[src/rtl/i2s_pkg.sv]
// i2s_pkg: shared constants, position/state types and width helper for the I2S clock generator.
package i2s_pkg;
    localparam int I2S_MCLK_HZ      = 38_400_000;
    localparam int I2S_DEF_HALF_DIV = 75;

    typedef struct packed {
        logic [3:0] slot;
        logic [4:0] bit_pos;
    } i2s_pos_t;

    typedef enum logic {
        IDLE,
        RUN
    } i2s_clk_state_e;

    // Counter width with a floor of one bit so degenerate ranges still get a flop.
    function automatic int clog2_min1(input int v);
        return (v > 2) ? $clog2(v) : 1;
    endfunction
endpackage

[src/rtl/i2s_edge_div.sv]
// i2s_edge_div: half-period counter and SCLK toggle flop with registered edge strobes.
module i2s_edge_div
    import i2s_pkg::*;
#(
    parameter int HALF_DIV = I2S_DEF_HALF_DIV
) (
    input  logic clk,
    input  logic reset_n,
    input  logic enable,
    output logic sclk_out,
    output logic sclk_rise,
    output logic sclk_fall,
    output logic fall_next
);
    localparam int DW = clog2_min1(HALF_DIV);

    logic [DW-1:0] div_ctr_q, div_ctr_d;
    logic sclk_q, sclk_d, rise_q, rise_d, fall_q, fall_d, tc;

    // Dropping enable clears everything, so a stop beats a coincident terminal count.
    always_comb begin
        tc        = enable && (div_ctr_q == DW'(HALF_DIV - 1));
        div_ctr_d = (!enable || tc) ? '0 : div_ctr_q + 1'b1;
        sclk_d    = enable && (sclk_q ^ tc);
        rise_d    = tc && !sclk_q;
        fall_d    = tc && sclk_q;
    end

    always_ff @(posedge clk or negedge reset_n) begin
        if (!reset_n) begin
            div_ctr_q <= '0;
            sclk_q    <= 1'b0;
            rise_q    <= 1'b0;
            fall_q    <= 1'b0;
        end else begin
            div_ctr_q <= div_ctr_d;
            sclk_q    <= sclk_d;
            rise_q    <= rise_d;
            fall_q    <= fall_d;
        end
    end

    assign fall_next = fall_d;
    assign sclk_out  = sclk_q;
    assign sclk_rise = rise_q;
    assign sclk_fall = fall_q;
endmodule

[src/rtl/i2s_clk_gen.sv]
// i2s_clk_gen: I2S/TDM SCLK and WS generator with edge strobes and slot/bit indices.
// Define I2S_CLKGEN_TDM_EN for TDM (2..16 slots, one-SCLK frame-sync WS); default is I2S stereo.
module i2s_clk_gen
    import i2s_pkg::*;
#(
    parameter int HALF_DIV  = I2S_DEF_HALF_DIV,
    parameter int SLOT_BITS = 16,
    parameter int SLOTS     = 2
) (
    input  logic                               clk,
    input  logic                               reset_n,
    input  logic                               enable,
    output logic                               sclk_out,
    output logic                               ws_out,
    output logic                               sclk_rise,
    output logic                               sclk_fall,
    output logic                               frame_start,
    output logic [clog2_min1(SLOTS)-1:0]       slot_idx,
    output logic [clog2_min1(SLOT_BITS)-1:0]   bit_idx
);
    localparam int SW = clog2_min1(SLOTS);
    localparam int BW = clog2_min1(SLOT_BITS);

`ifdef I2S_CLKGEN_TDM_EN
    if (SLOTS < 2 || SLOTS > 16) begin : g_slots_chk
        $error("i2s_clk_gen: SLOTS must be 2..16 in TDM mode");
    end
`else
    if (SLOTS != 2) begin : g_slots_chk
        $error("i2s_clk_gen: SLOTS must be 2 without I2S_CLKGEN_TDM_EN");
    end
`endif
    if (HALF_DIV < 2 || HALF_DIV > 255 || SLOT_BITS < 2 || SLOT_BITS > 32) begin : g_par_chk
        $error("i2s_clk_gen: HALF_DIV or SLOT_BITS out of range");
    end

    i2s_clk_state_e state_q, state_d;
    logic [SW-1:0] slot_q, slot_d;
    logic [BW-1:0] bit_q, bit_d;
    logic ws_q, ws_d, fs_q, fs_d;
    logic run, start, fall_next, bit_wrap, slot_wrap;

    i2s_edge_div #(.HALF_DIV(HALF_DIV)) u_div (
        .clk       (clk),
        .reset_n   (reset_n),
        .enable    (run),
        .sclk_out  (sclk_out),
        .sclk_rise (sclk_rise),
        .sclk_fall (sclk_fall),
        .fall_next (fall_next)
    );

    // Indices and WS are computed from next-state values so they land on the sclk_fall edge.
    always_comb begin
        run       = (state_q == RUN) && enable;
        start     = (state_q == IDLE) && enable;
        state_d   = enable ? RUN : IDLE;
        bit_wrap  = bit_q == BW'(SLOT_BITS - 1);
        slot_wrap = slot_q == SW'(SLOTS - 1);
        bit_d     = !run ? '0 : !fall_next ? bit_q : bit_wrap ? '0 : bit_q + 1'b1;
        slot_d    = !run ? '0 : !(fall_next && bit_wrap) ? slot_q : slot_wrap ? '0 : slot_q + 1'b1;
        fs_d      = start || (run && fall_next && bit_wrap && slot_wrap);
`ifdef I2S_CLKGEN_TDM_EN
        ws_d      = (start || run) && slot_d == '0 && bit_d == '0;
`else
        ws_d      = run && slot_d == SW'(1);
`endif
    end

    always_ff @(posedge clk or negedge reset_n) begin
        if (!reset_n) begin
            state_q <= IDLE;
            slot_q  <= '0;
            bit_q   <= '0;
            ws_q    <= 1'b0;
            fs_q    <= 1'b0;
        end else begin
            state_q <= state_d;
            slot_q  <= slot_d;
            bit_q   <= bit_d;
            ws_q    <= ws_d;
            fs_q    <= fs_d;
        end
    end

    assign ws_out      = ws_q;
    assign frame_start = fs_q;
    assign slot_idx    = slot_q;
    assign bit_idx     = bit_q;
endmodule

[config.mk]
export PLATFORM = sky130hd
export DESIGN_NAME = i2s_clk_gen
export DESIGN_NICKNAME = d
export VERILOG_FILES = /design/src/rtl/i2s_pkg.sv /design/src/rtl/i2s_edge_div.sv /design/src/rtl/i2s_clk_gen.sv
export SDC_FILE = /design/constraint.sdc
export NUM_CORES = 1
export LEC_CHECK = 0
export CORE_MARGIN = 10
export CORE_UTILIZATION = 53
export DETAILED_ROUTE_END_ITERATION = 12
export PLACE_DENSITY = 0.8
export SETUP_SLACK_MARGIN = 0.05
export SYNTH_ARGS = -nofsm -noshare
export SYNTH_HDL_FRONTEND = slang
export SYNTH_HIERARCHICAL = 1
export SYNTH_SLANG_ARGS = --single-unit
[constraint.sdc]
create_clock -name clk -period 4.3 [get_ports clk]
set_input_delay 0.645 -clock clk [delete_from_list [all_inputs] [get_ports clk]]
set_output_delay 0.645 -clock clk [all_outputs]
set_load 0.02 [all_outputs]
==> impl_metrics.csv, run 1 <==
group,metric,value,unit
sta,setup_tns,0,ns
clocking,cts_hold_buf,0,
outcome,status,"complete, no violations",
placed_design,portBuffers,12,
clocking,cts-root-buf,"clkbuf_4",
power_and_ir_drop,power_frac_seq,0.635,
floorplan,core-area,1330,sq um
setup_path,r2r_slack,2.12,ns
yosys,synth-compound-area-share,0.0703,
min_path,min_from,"state_q",
setup_path,slowest_stage,"clkdlybuf4s50_1",
floorplan,pin_count,13,
power_and_ir_drop,peakVddDrop,0.175,mV
power_and_ir_drop,netSwitchingPower,0.0546,mW
sta,max_freq,0.407,GHz
global_route,grt_pass1_vias,508,
setup_path,crit_type,"input pin to flop",
yosys,synth_adder_area_share,0.0817,
setup_path,r2r-end,"bit_idx[3]",
yosys,synth_nets,78,
power_and_ir_drop,combinationalPowerShare,0.044,
routing,remaining_drc_errors,0,
clocking,path_clk_slew,0.10,ns
setup_path,cp_top_family,"buffers and inverters",
clocking,htreeDepth,1,
setup_path,slowest_delay,0.49,ns
routing,ant_nets,0,
sta,period_share,0.572,
final_layout,syn2layout_area_growth,20.6,%
yosys,synth_area,766,sq um
yosys,ys.warnings.count,6,
setup_path,end_kind,"flop",
min_path,min_path_cells,1,
floorplan,initial_core_util,0.574,
setup_path,worst-path-buf-inv,3,
power_and_ir_drop,total_power,0.256,mW
power_and_ir_drop,switching_share,0.213,
clocking,cts_tree,"built",
global_route,grt_usage,0.0821,
final_layout,layout-drive-gt1-share,0.0588,
placed_design,gp_congestion,0.734,
placed_design,dpl.hpwl,949,um
sta,min_period,2.46,ns
routing,wirelength,1280,um
routing,drt-vias-per-instance,5.28,
clocking,cts_resized,0,
yosys,netlist_instances,70,
setup_path,critPathMaxFanout,7,
yosys,yosysUniqueCellTypes,24,
global_route,overflow,0,
power_and_ir_drop,power_frac_clock,0.320,
sta,drv_slew,0,
yosys,synth_mux_area_frac,0.0261,
yosys,synth-xor-area-share,0.0572,
final_layout,insertedDiodeCount,0,
global_route,grt_pass1_wl,2150,um
setup_path,cp_data_required_time,4.49,ns
sta,slew_headroom,0.503,
global_route,antenna_found_initial,0,
setup_path,rr_worst_depth,6,
sta,grt_setup_unrepaired,"false",
sta,worst_pin_slew,0.743,ns
clocking,cts_buffers,3,
min_path,hold_class,"flop to flop",
clocking,post_cts_buffers,0,
setup_path,crit_top_cell,"inv_1",
final_layout,nNetsFinal,94,
job,cap_violations,0,
sta,holdWs,0.445,ns
yosys,syn_area_per_cell,10.9,sq um
yosys,synth-simple-area-share,0.180,
routing,drtPass1Iterations,4,
setup_path,cp_cell_sequence,"clkdlybuf4s50_1, nand2_1, inv_1, inv_1, nor3_1, ha_1, and2_4, a31oi_1, a311oi_1",
setup_path,r2r_start,"u_div/div_ctr_q[4]",
clocking,clockBufferDepth,2,
power_and_ir_drop,p_leak,0.411,nW
routing,post_drt_wl_per_cell,12.8,um
routing,drtIter0Drc,10,
routing,vias,528,
sta,setup_violations,0,
min_path,min_to,"frame_start",
floorplan,rows,13,
clocking,clock_latency,0.28,ns
sta,hold_viol,0,
clocking,clock_sinks,17,
yosys,synth_top_family_by_area,"simple AND/OR/NAND/NOR gates",
floorplan,die_x,58.0,um
power_and_ir_drop,powerDensity,277,nW/um^2
setup_path,cp_data_arrival_time,2.65,ns
floorplan,die_h,58.0,um
yosys,synth-seq-area-share,0.556,
floorplan,dieArea,3370,sq um
power_and_ir_drop,intPower,0.201,mW
global_route,grt_max_degree,18,
yosys,ys_ff_latch,17,
setup_path,worst_setup_path_start_kind,"input pin",
sta,fin_skew,0.00744,ns
[worst max-delay path by stage]
stage,end,start,cells past startpoint
after global placement,bit_idx[3],enable,9
after floorplan,bit_idx[3],enable,8
after detailed placement,bit_idx[3],enable,9
after global routing,bit_idx[3],enable,9
final,bit_idx[3],enable,9
after CTS,bit_idx[3],enable,9
[kinds of logic (layout without fill, tap and decap cells)]
family / count (synthesis) / in the layout
AO/OA/AOI/OAI: 8 / 8
buffers and inverters: 5 / 20
flip-flops: 17 / 17
AND/OR/NAND/NOR: 28 / 28
multiplexers: 2 / 2
XOR/XNOR: 5 / 5
adder cells (fa/ha/maj): 5 / 5
[per-stage QoR]
stage | util | instance area (sq um) | std cells | worst slack [ns]
global placement | 0.673 | 897 | 96 | 1.59
global route | 0.692 | 923 | 100 | 1.60
finish | 0.692 | 923 | 100 | 1.84
CTS | 0.692 | 923 | 100 | 1.83
floorplan | - | 766 | 70 | 2.28
detailed placement | 0.673 | 897 | 96 | 1.53
[cell usage in the layout (no fill, tap or decap), types with 2 or more instances in the layout]
cell	n
nand2_1	6
clkbuf_4	3
mux2i_1	2
nor2_1	10
inv_1	4
xor2_1	4
a21oi_1	2
clkdlybuf4s50_1	12
nand3_1	3
nand4_1	2
nand2b_1	2
dfrtp_1	17
ha_1	5
[metal layers]
metal | track usage | vias up | wire (um)
met2 | 0.126 | 18 | 600
met3 | 0.0349 | 2 | 121
li1 | - | 268 | -
met1 | 0.0896 | 240 | 548
met4 | 0.0570 | 0 | 12
met5 | 0 | - | 0
[registers in the layout (all words and copies together) (netlist names)]
signal,flops
bit_idx,4
frame_start,1
slot_idx,1
state_q,1
u_div/div_ctr_q,7
u_div/sclk_fall,1
u_div/sclk_out,1
u_div/sclk_rise,1
[layout make-up]
type / count / area (sq um)
Sequential cell: 17 / 425
Fill cell: 100 / 410
Multi-Input combinational cell: 48 / 318
Timing Repair Buffer: 12 / 120
Clock buffer: 4 / 26.3
Tap cell: 15 / 18.8
Inverter: 4 / 15.0
[cells in the mapped netlist]
library cell / n / area (sq um)
a21o_1: 1 / 7.51
nor2_1: 10 / 37.5
nand4_1: 2 / 12.5
nand2b_1: 2 / 12.5
nor3_1: 1 / 5.00
nand3b_1: 1 / 7.51
mux2i_1: 2 / 20.0
a31oi_1: 1 / 6.26
ha_1: 5 / 62.6
dfrtp_1: 17 / 425
a21oi_1: 2 / 10.0
nand3_1: 3 / 15.0
and2_4: 1 / 8.76
nand2_1: 6 / 22.5
o21ai_2: 1 / 8.76
a21boi_1: 1 / 7.51
xnor2_1: 1 / 8.76
or3_1: 1 / 6.26
or4b_1: 1 / 10.0
buf_4: 1 / 7.51
xor2_1: 4 / 35.0
o21ai_0: 1 / 5.00
inv_1: 4 / 15.0
a311oi_1: 1 / 8.76
[power by group through the flow]
stage | registers (mW) | logic, mW | clock network, mW
final | 0.163 | 0.0113 | 0.0820
after global routing | 0.163 | 0.0130 | 0.0924
after CTS | 0.163 | 0.0117 | 0.0857
after detailed placement | 0.166 | 0.0116 | 0
after global placement | 0.166 | 0.0116 | 0
after floorplan | 0.166 | 0.00399 | 0
Power figures use the tool's default switching activity.
==> inputs of run 2 (changes only) <==
Settings changed: CORE_UTILIZATION 53 to 45, PLACE_DENSITY 0.8 to 0.72.
Clock period 4.3 ns to 2 ns, I/O delays scaled along.
==> run 2 against run 1 <==
Against the previous run: clock power rose by 110%; core utilization fell by 4.0 points; critical endpoint unchanged; clock skew fell by 0.0019 ns; sequential power rose by 110%; sequential cell count did not move; cell count rose by 11%; non-clock buffer count rose by 10.
==> impl_metrics.csv, run 2 (synthesis results as in run 1) <==
group,metric,value,unit
clocking,cts_buffers,3,
routing,drt-vias-per-instance,5.24,
power_and_ir_drop,peakVddDrop,0.406,mV
setup_path,critPathMaxFanout,3,
placed_design,place_area,951,sq um
sta,period_share,0.918,
clocking,cts_hold_buf,0,
sta,setup_ws,0.165,ns
job,cap_violations,0,
clocking,clock_latency,0.28,ns
routing,ant_nets,0,
global_route,overflow,0,
floorplan,die_x,61.3,um
floorplan,pin_count,13,
placed_design,placed_cells,103,
min_path,hold_class,"input pin to async pin",
setup_path,r2r_start,"u_div/div_ctr_q[5]",
outcome,status,"complete, no violations",
placed_design,dpl.hpwl,1060,um
final_layout,syn2layout_area_growth,32.8,%
global_route,grt_pass1_vias,560,
setup_path,r2r_slack,0.16,ns
sta,worst_pin_slew,0.254,ns
routing,drtPass1Iterations,4,
power_and_ir_drop,powerDensity,543,nW/um^2
setup_path,cp_data_arrival_time,2.02,ns
sta,setup_violations,0,
final_layout,final_common_cell,"dfrtp_1",
routing,vias,582,
sta,drv_slew,0,
final_layout,layout_common_cells,"17 x dfrtp_1, 12 x clkdlybuf4s50_1, 10 x nor2_1, 10 x buf_4, 6 x nand2_1",
floorplan,die_h,61.3,um
routing,post_drt_wl_per_cell,13.0,um
sta,fin_skew,0.00551,ns
sta,grt_setup_unrepaired,"true",
final_layout,layout-drive-gt1-share,0.189,
clocking,htreeDepth,1,
placed_design,place_ws,-0.0239,ns
routing,remaining_drc_errors,0,
final_layout,fin_util,0.652,
global_route,antenna_found_initial,0,
floorplan,core-area,1560,sq um
global_route,grt_pass1_wl,2300,um
global_route,grt_max_degree,18,
power_and_ir_drop,total_power,0.553,mW
placed_design,gp_congestion,0.815,
power_and_ir_drop,p_leak,0.477,nW
floorplan,dieArea,3750,sq um
final_layout,regMostFlops,"u_div/div_ctr_q",
final_layout,insertedDiodeCount,0,
setup_path,r2r-end,"bit_idx[3]",
final_layout,nNetsFinal,104,
routing,wirelength,1450,um
final_layout,fin_cells,111,
clocking,clock_sinks,17,
floorplan,rows,14,
setup_path,crit_type,"flop to flop",
sta,slew_headroom,0.831,
sta,max_freq,0.545,GHz
sta,min_period,1.84,ns
clocking,cts-root-buf,"clkbuf_4",
clocking,cts_tree,"built",
placed_design,portBuffers,12,
global_route,grt_usage,0.0810,
setup_path,cp_data_required_time,2.19,ns
sta,hold_viol,0,
final_layout,postLayoutCellArea,1020,sq um
setup_path,rr_worst_depth,6,
clocking,clockBufferDepth,2,
clocking,path_clk_slew,0.09,ns
floorplan,initial_core_util,0.491,
setup_path,worst_setup_path_start_kind,"flop",
final_layout,largest_reg_flops,7,
setup_path,end_kind,"flop",
routing,drtIter0Drc,11,
-- run 2: per-layer routing --
| layer | vias up | share of wire | GRT usage | wire length, um |
|---|---|---|---|---|
| met2 | 10 | 0.53 | 0.138 | 764 |
| met1 | 286 | 0.39 | 0.0892 | 565 |
| li1 | 284 | - | - | - |
| met4 | 0 | 0.0055 | 0.0391 | 8 |
| met5 | - | 0 | 0 | 0 |
| met3 | 2 | 0.076 | 0.0267 | 110 |
-- run 2: area by class of cell --
type / count / area, sq um
fillers: 134 / 542
flip-flops and latches: 17 / 425
multi-input cells: 48 / 335
repair buffers: 22 / 195
clock buffers: 4 / 26.3
well taps: 16 / 20.0
inverters: 4 / 15.0
-- run 2: power breakdown --
group / leakage, nW / total, mW / switching [mW] / internal (mW)
combinational: 0.229 / 0.0301 / 0.0175 / 0.0126
sequential: 0.233 / 0.350 / 0.00256 / 0.347
clock: 0.0150 / 0.173 / 0.0954 / 0.0772
-- run 2: worst max-delay path, stage by stage, from the launching register on --
cell and delay [ns]:
dfrtp_1 0.42, or4b_4 0.56, nor3_4 0.15, ha_2 0.21, and2_4 0.15, a31oi_1 0.07
a311oi_1 0.19
-- run 2: worst max path at each step --
stage	from	to
2_1_floorplan	u_div/div_ctr_q[4]	bit_idx[3]
6_report	u_div/div_ctr_q[5]	bit_idx[3]
3_3_place_gp	enable	bit_idx[3]
3_5_place_dp	enable	bit_idx[3]
4_1_cts	u_div/div_ctr_q[5]	bit_idx[3]
5_1_grt	u_div/div_ctr_q[5]	bit_idx[3]
-- run 2: per-stage QoR --
stage | setup TNS (ns) | hold WS [ns]
CTS | 0 | 0.334
global route | 0 | 0.351
global placement | -0.00618 | 0.435
detailed placement | -0.0239 | 0.456
floorplan | 0 | 0.00441
finish | 0 | 0.336
-- run 2: what timing repair did --
item,4_1_cts,5_1_grt
buffers inserted,0,4
setup endpoints to repair,0,6
gates resized for setup,0,2
==> RTL change 1, RTL diff (flow settings as in run 2) <==
Build with the macro `I2S_CLKGEN_TDM_EN` defined.
--- a/src/rtl/i2s_clk_gen.sv
+++ b/src/rtl/i2s_clk_gen.sv
@@ -1,4 +1,6 @@
 // i2s_clk_gen: I2S/TDM SCLK and WS generator with edge strobes and slot/bit indices.
 // Define I2S_CLKGEN_TDM_EN for TDM (2..16 slots, one-SCLK frame-sync WS); default is I2S stereo.
+`define I2S_CLKGEN_TDM_EN
+
 module i2s_clk_gen
     import i2s_pkg::*;
Formal check against the unedited RTL: not equivalent (Yosys sat finds a counterexample within 4 cycles, from zero or initial values and one cycle with reset_n low).
==> RTL change 1 against run 2 <==
- the run now ends with setup timing left
- sequential cell count is 1 higher
- synthesized cell count up 2.9%
- worst setup slack lost 0.21 ns
- area after synthesis up 3.8%
- routed wire length grew 8.8%
- critical path depth rose by 1
- largest cell class unchanged
- via count increased by 3.1%
- total power rose by 6.6%
- count of clock-buffer cells in the layout is 1 lower
- final area increased by 14%
==> RTL change 1: results (changes against run 2) <==
| Metric | Value |
|---|---|
| Status | complete, but fails checks |
| Failing checks | setup timing |
| Setup crit start | u_div/div_ctr_q[2] |
| Total track usage | 9.56% (+1.5 points) |
| Peak VDD IR | 0.401 mV (-1.1%) |
| GPL Wtd Cong | 0.715 (-12%) |
| Postcts setup bufs | 2 (+2) |
| Yosys cell types | 21 (-13%) |
| Most area-consuming cells after synthesis | dfrtp_1 57%, ha_1 7.9%, nor2_1 5.7% |
| Fin Clk Skew | 0.00104 ns (-0.00447 ns) |
| Synth Area in Compound Gates | 4.41% (-2.6 points) |
| Final #Nets | 113 (+8.7%) |
| Avg WL per Cell | 12.3 um (-5.6%) |
| Sequential-to-total area share from yosys stat | 56.7% (+1.1 points) |
| R2r worst-path depth | 7 (+1) |
| Starting DRT DRC Count | 16 (+5) |
| Post-synthesis mux area share | 2.52% (-0.095 points) |
| Worst slew margin | 71.1% (-12 points) |
| # fillers | 122 (-9.0%) |
| Hpwl dp | 1180 um (+11%) |
| DP Worst Slack | -0.242 ns (-0.218 ns) |
| Total number of vias | 600 (+3.1%) |
| Adder-cell share of the synthesized area | 7.87% (-0.30 points) |
| Vias in the first global route | 593 (+5.9%) |
| Largest net degree at the start of global routing | 11 (-7) |
| H-tree Lvls | 1 (unchanged) |
| First-pass GRT wire length | 2670 um (+16%) |
| Share of cells above drive strength 1 | 28.2% (+9.2 points) |
| NetSw | 131 uW (+13%) |
| Synth cell count leaders | 18 x dfrtp_1, 12 x nor2_1, 7 x nand2_1 |
| XOR/XNOR Fraction of Synth Area | 7.72% (+2.0 points) |
| Crit path max fanout | 4 (+1) |
| R2r endpoint | ws_out |
| Final setup viols | 1 (+1) |
| Syn nets | 80 (+2.6%) |
| Worst path arrival time | 2.24 ns (+0.22 ns) |
| Final worst slack | -0.0444 ns (-0.209 ns) |
==> RTL change 1: stage by stage <==
step | cell area [um^2] | std cells | hold WS [ns] | TNS, ns
floorplan | 802 | 72 | 0.00441 | -0.0393
global placement | 1050 | 122 | 0.474 | -0.207
detailed placement | 1050 | 122 | 0.482 | -0.368
CTS | 1130 | 127 | 0.326 | -0.103
global route | 1160 | 128 | 0.326 | -0.123
finish | 1160 | 128 | 0.311 | -0.0444
==> RTL change 1: cell families (layout without fill, tap and decap cells) <==
kind of cell / count (synthesis) / after routing
AND/OR/NAND/NOR: 29 / 29
flip-flops: 18 / 18
XOR/XNOR: 7 / 7
AO/OA/AOI/OAI: 6 / 6
adder cells (fa/ha/maj): 5 / 5
buffers and inverters: 5 / 36
multiplexers: 2 / 2
==> RTL change 1: cell type report <==
class	count	share of cell area (%)
Multi-Input combinational cell	49	33.9
Sequential cell	18	38.8
Inverter	5	1.62
Tap cell	25	2.70
Timing Repair Buffer	28	21.0
Clock buffer	3	1.94
==> RTL change 1: power groups by stage <==
stage          clock (mW)  sequential [mW]  combinational [mW]
2_1_floorplan           0            0.381              0.0111
3_3_place_gp            0            0.378              0.0410
3_5_place_dp            0            0.379              0.0418
4_1_cts             0.181            0.372              0.0425
5_1_grt             0.197            0.372              0.0480
6_report            0.175            0.371              0.0425
==> RTL change 1: worst max path at each step <==
| stage | cells after the start | endpoint |
|---|---|---|
| 2_1_floorplan | 7 | ws_out |
| 3_3_place_gp | 10 | ws_out |
| 3_5_place_dp | 10 | ws_out |
| 4_1_cts | 7 | ws_out |
| 5_1_grt | 7 | ws_out |
| 6_report | 7 | ws_out |
==> RTL change 1: per-layer routing <==
layer	wire length, um	track usage (%)	vias up
li1	-	-	300
met1	743	11.8	288
met2	752	14.6	10
met3	68	3.05	2
met4	12	4.78	0
met5	0	0	-
==> RTL change 2, RTL diff (config.mk and constraints of run 2) <==
Without the edit above. Reset style: synchronous (`reset_n`), changed in 2 clocked blocks.
--- a/src/rtl/i2s_edge_div.sv
+++ b/src/rtl/i2s_edge_div.sv
@@ -27,5 +27,5 @@
     end
 
-    always_ff @(posedge clk or negedge reset_n) begin
+    always_ff @(posedge clk) begin
         if (!reset_n) begin
             div_ctr_q <= '0;
--- a/src/rtl/i2s_clk_gen.sv
+++ b/src/rtl/i2s_clk_gen.sv
@@ -68,5 +68,5 @@
     end
 
-    always_ff @(posedge clk or negedge reset_n) begin
+    always_ff @(posedge clk) begin
         if (!reset_n) begin
             state_q <= IDLE;
Behaviour: differs if reset_n is asserted again (counterexample within 4 cycles, from zero or initial values and one cycle with reset_n low); with reset_n held inactive, the same outputs for 10 cycles.
==> RTL change 2 against run 2 <==
- synthesized cell count is 2.9% higher
- routed wire length is 19% lower
- sequential cell count unchanged
- fmax up 4.5%
- first-iteration DRC count decreased by 82%
- final area decreased by 14%
- worst setup slack gained 0.080 ns
- area after synthesis is 7.7% lower
- total power fell by 4.1%
- sequential share of layout area is 2.9 points lower
- critical path type is now primary input to register
- largest power group unchanged
==> RTL change 2: results (changes against run 2) <==
| Metric | Value |
|---|---|
| Status | completed |
| Post-synthesis mux area share | 1.42% (-1.2 points) |
| Final setup viols | 0 (unchanged) |
| CP peak stage delay | 0.46 ns (-0.10 ns) |
| Worst skew pair latency | 0.28 ns (about the same) |
| Syn nets | 80 (+2.6%) |
| WL met3 | 129 um (+17%) |
| Peak VDD IR | 0.566 mV (+39%) |
| Hold Crit Class | register to register |
| Post-synth ARST share | 0% (-100 points) |
| Area after DPL | 847 um^2 (-11%) |
| GRT met2 Usage | 11.4% (-2.3 points) |
| Post-Layout Cell Count | 104 (-6.3%) |
| Post-Syn Area per Cell | 9.82 um^2 (-10%) |
| Tot Pwr | 530 uW (-4.1%) |
| Worst slew pin tran | 0.290 ns (+0.0366 ns) |
| Wl on met1 | 539 um (-4.6%) |
| CP max stage cell | clkdlybuf4s50_1 |
| Pleak | 0.310 nW (-35%) |
| Hpwl dp | 938 um (-12%) |
| Root buffer cell | clkbuf_4 |
| Initial antenna violation count | 0 (unchanged) |
| Largest net degree at the start of global routing | 10 (-8) |
| First-pass GRT wire length | 2120 um (-7.8%) |
| Worst path arrival time | 1.93 ns (-0.09 ns) |
| IO Port Bufs | 12 (unchanged) |
| Met3 Track Usage GR | 5.58% (+2.9 points) |
| GPL Wtd Cong | 0.717 (-12%) |
| NetSw | 104 uW (-10%) |
| Met1 usage | 8.76% (-0.16 points) |
| Share of cells above drive strength 1 | 10.2% (-8.7 points) |
| Fin Clk Skew | 0.00216 ns (-0.00335 ns) |
| Total number of vias | 516 (-11%) |
| Sequential-to-total area share from yosys stat | 48.1% (-7.4 points) |
| Adder-cell share of the synthesized area | 8.85% (+0.68 points) |
| CTS clk-pin slew, worst paths | 0.09 ns (about the same) |
| CTS resizes | 0 (unchanged) |
| Yosys cell types | 23 (-4.2%) |
| Avg WL per Cell | 11.3 um (-14%) |
| Postcts setup bufs | 0 (unchanged) |
| Vias in the first global route | 508 (-9.3%) |
| Combinational power | 15.6 uW (-48%) |
| Total track usage | 7.75% (-0.36 points) |
| Starting DRT DRC Count | 2 (-9) |
| Synth Area in Compound Gates | 5.66% (-1.4 points) |
| Final #Nets | 97 (-6.7%) |
| P_clk | about 170 uW |
| Crit path max fanout | 6 (+3) |
| Largest register FFs | 7 (unchanged) |
| XOR/XNOR Fraction of Synth Area | 8.67% (+3.0 points) |
| Wire length on met2 | 492 um (-36%) |
| 1st-pass router iterations | 4 (unchanged) |
| Synth cell count leaders | 17 x dfxtp_1, 11 x nor2_1, 5 x and2_1, 5 x ha_1, 5 x nand2_1 |
| Most area-consuming cells after synthesis | dfxtp_1 48%, ha_1 8.8%, nor2_1 5.8% |
| Ant. Diodes | 0 (unchanged) |
| DP Worst Slack | -0.0307 ns (-0.00681 ns) |
-- RTL change 2: cell types whose count changed in the layout (fill, tap and decap cells not counted), sizes merged, moves of 2 or more --
cell / delta
dfxtp: +17
buf: -9
and2: +4
dfrtp: -17
xnor2: +2
-- RTL change 2: path summary, 6_finish.rpt --
| path | start | to | slack [ns] | depth (start not counted) |
|---|---|---|---|---|
| max | enable | ws_out | 0.24 | 8 |
| min | u_div/div_ctr_q[0] | u_div/div_ctr_q[0] | 0.48 | 1 |
| max reg2reg | u_div/div_ctr_q[0] | ws_out | 0.26 | 8 |
| min reg2reg | u_div/div_ctr_q[0] | u_div/div_ctr_q[0] | 0.48 | 1 |
-- RTL change 2: cell type report --
type / instances / area [um^2]
clock buffer: 4 / 26.3
fill: 135 / 616
inverter: 4 / 15.0
multi-input combinational: 50 / 344
sequential: 17 / 340
tap: 16 / 20.0
timing repair buffer: 13 / 128
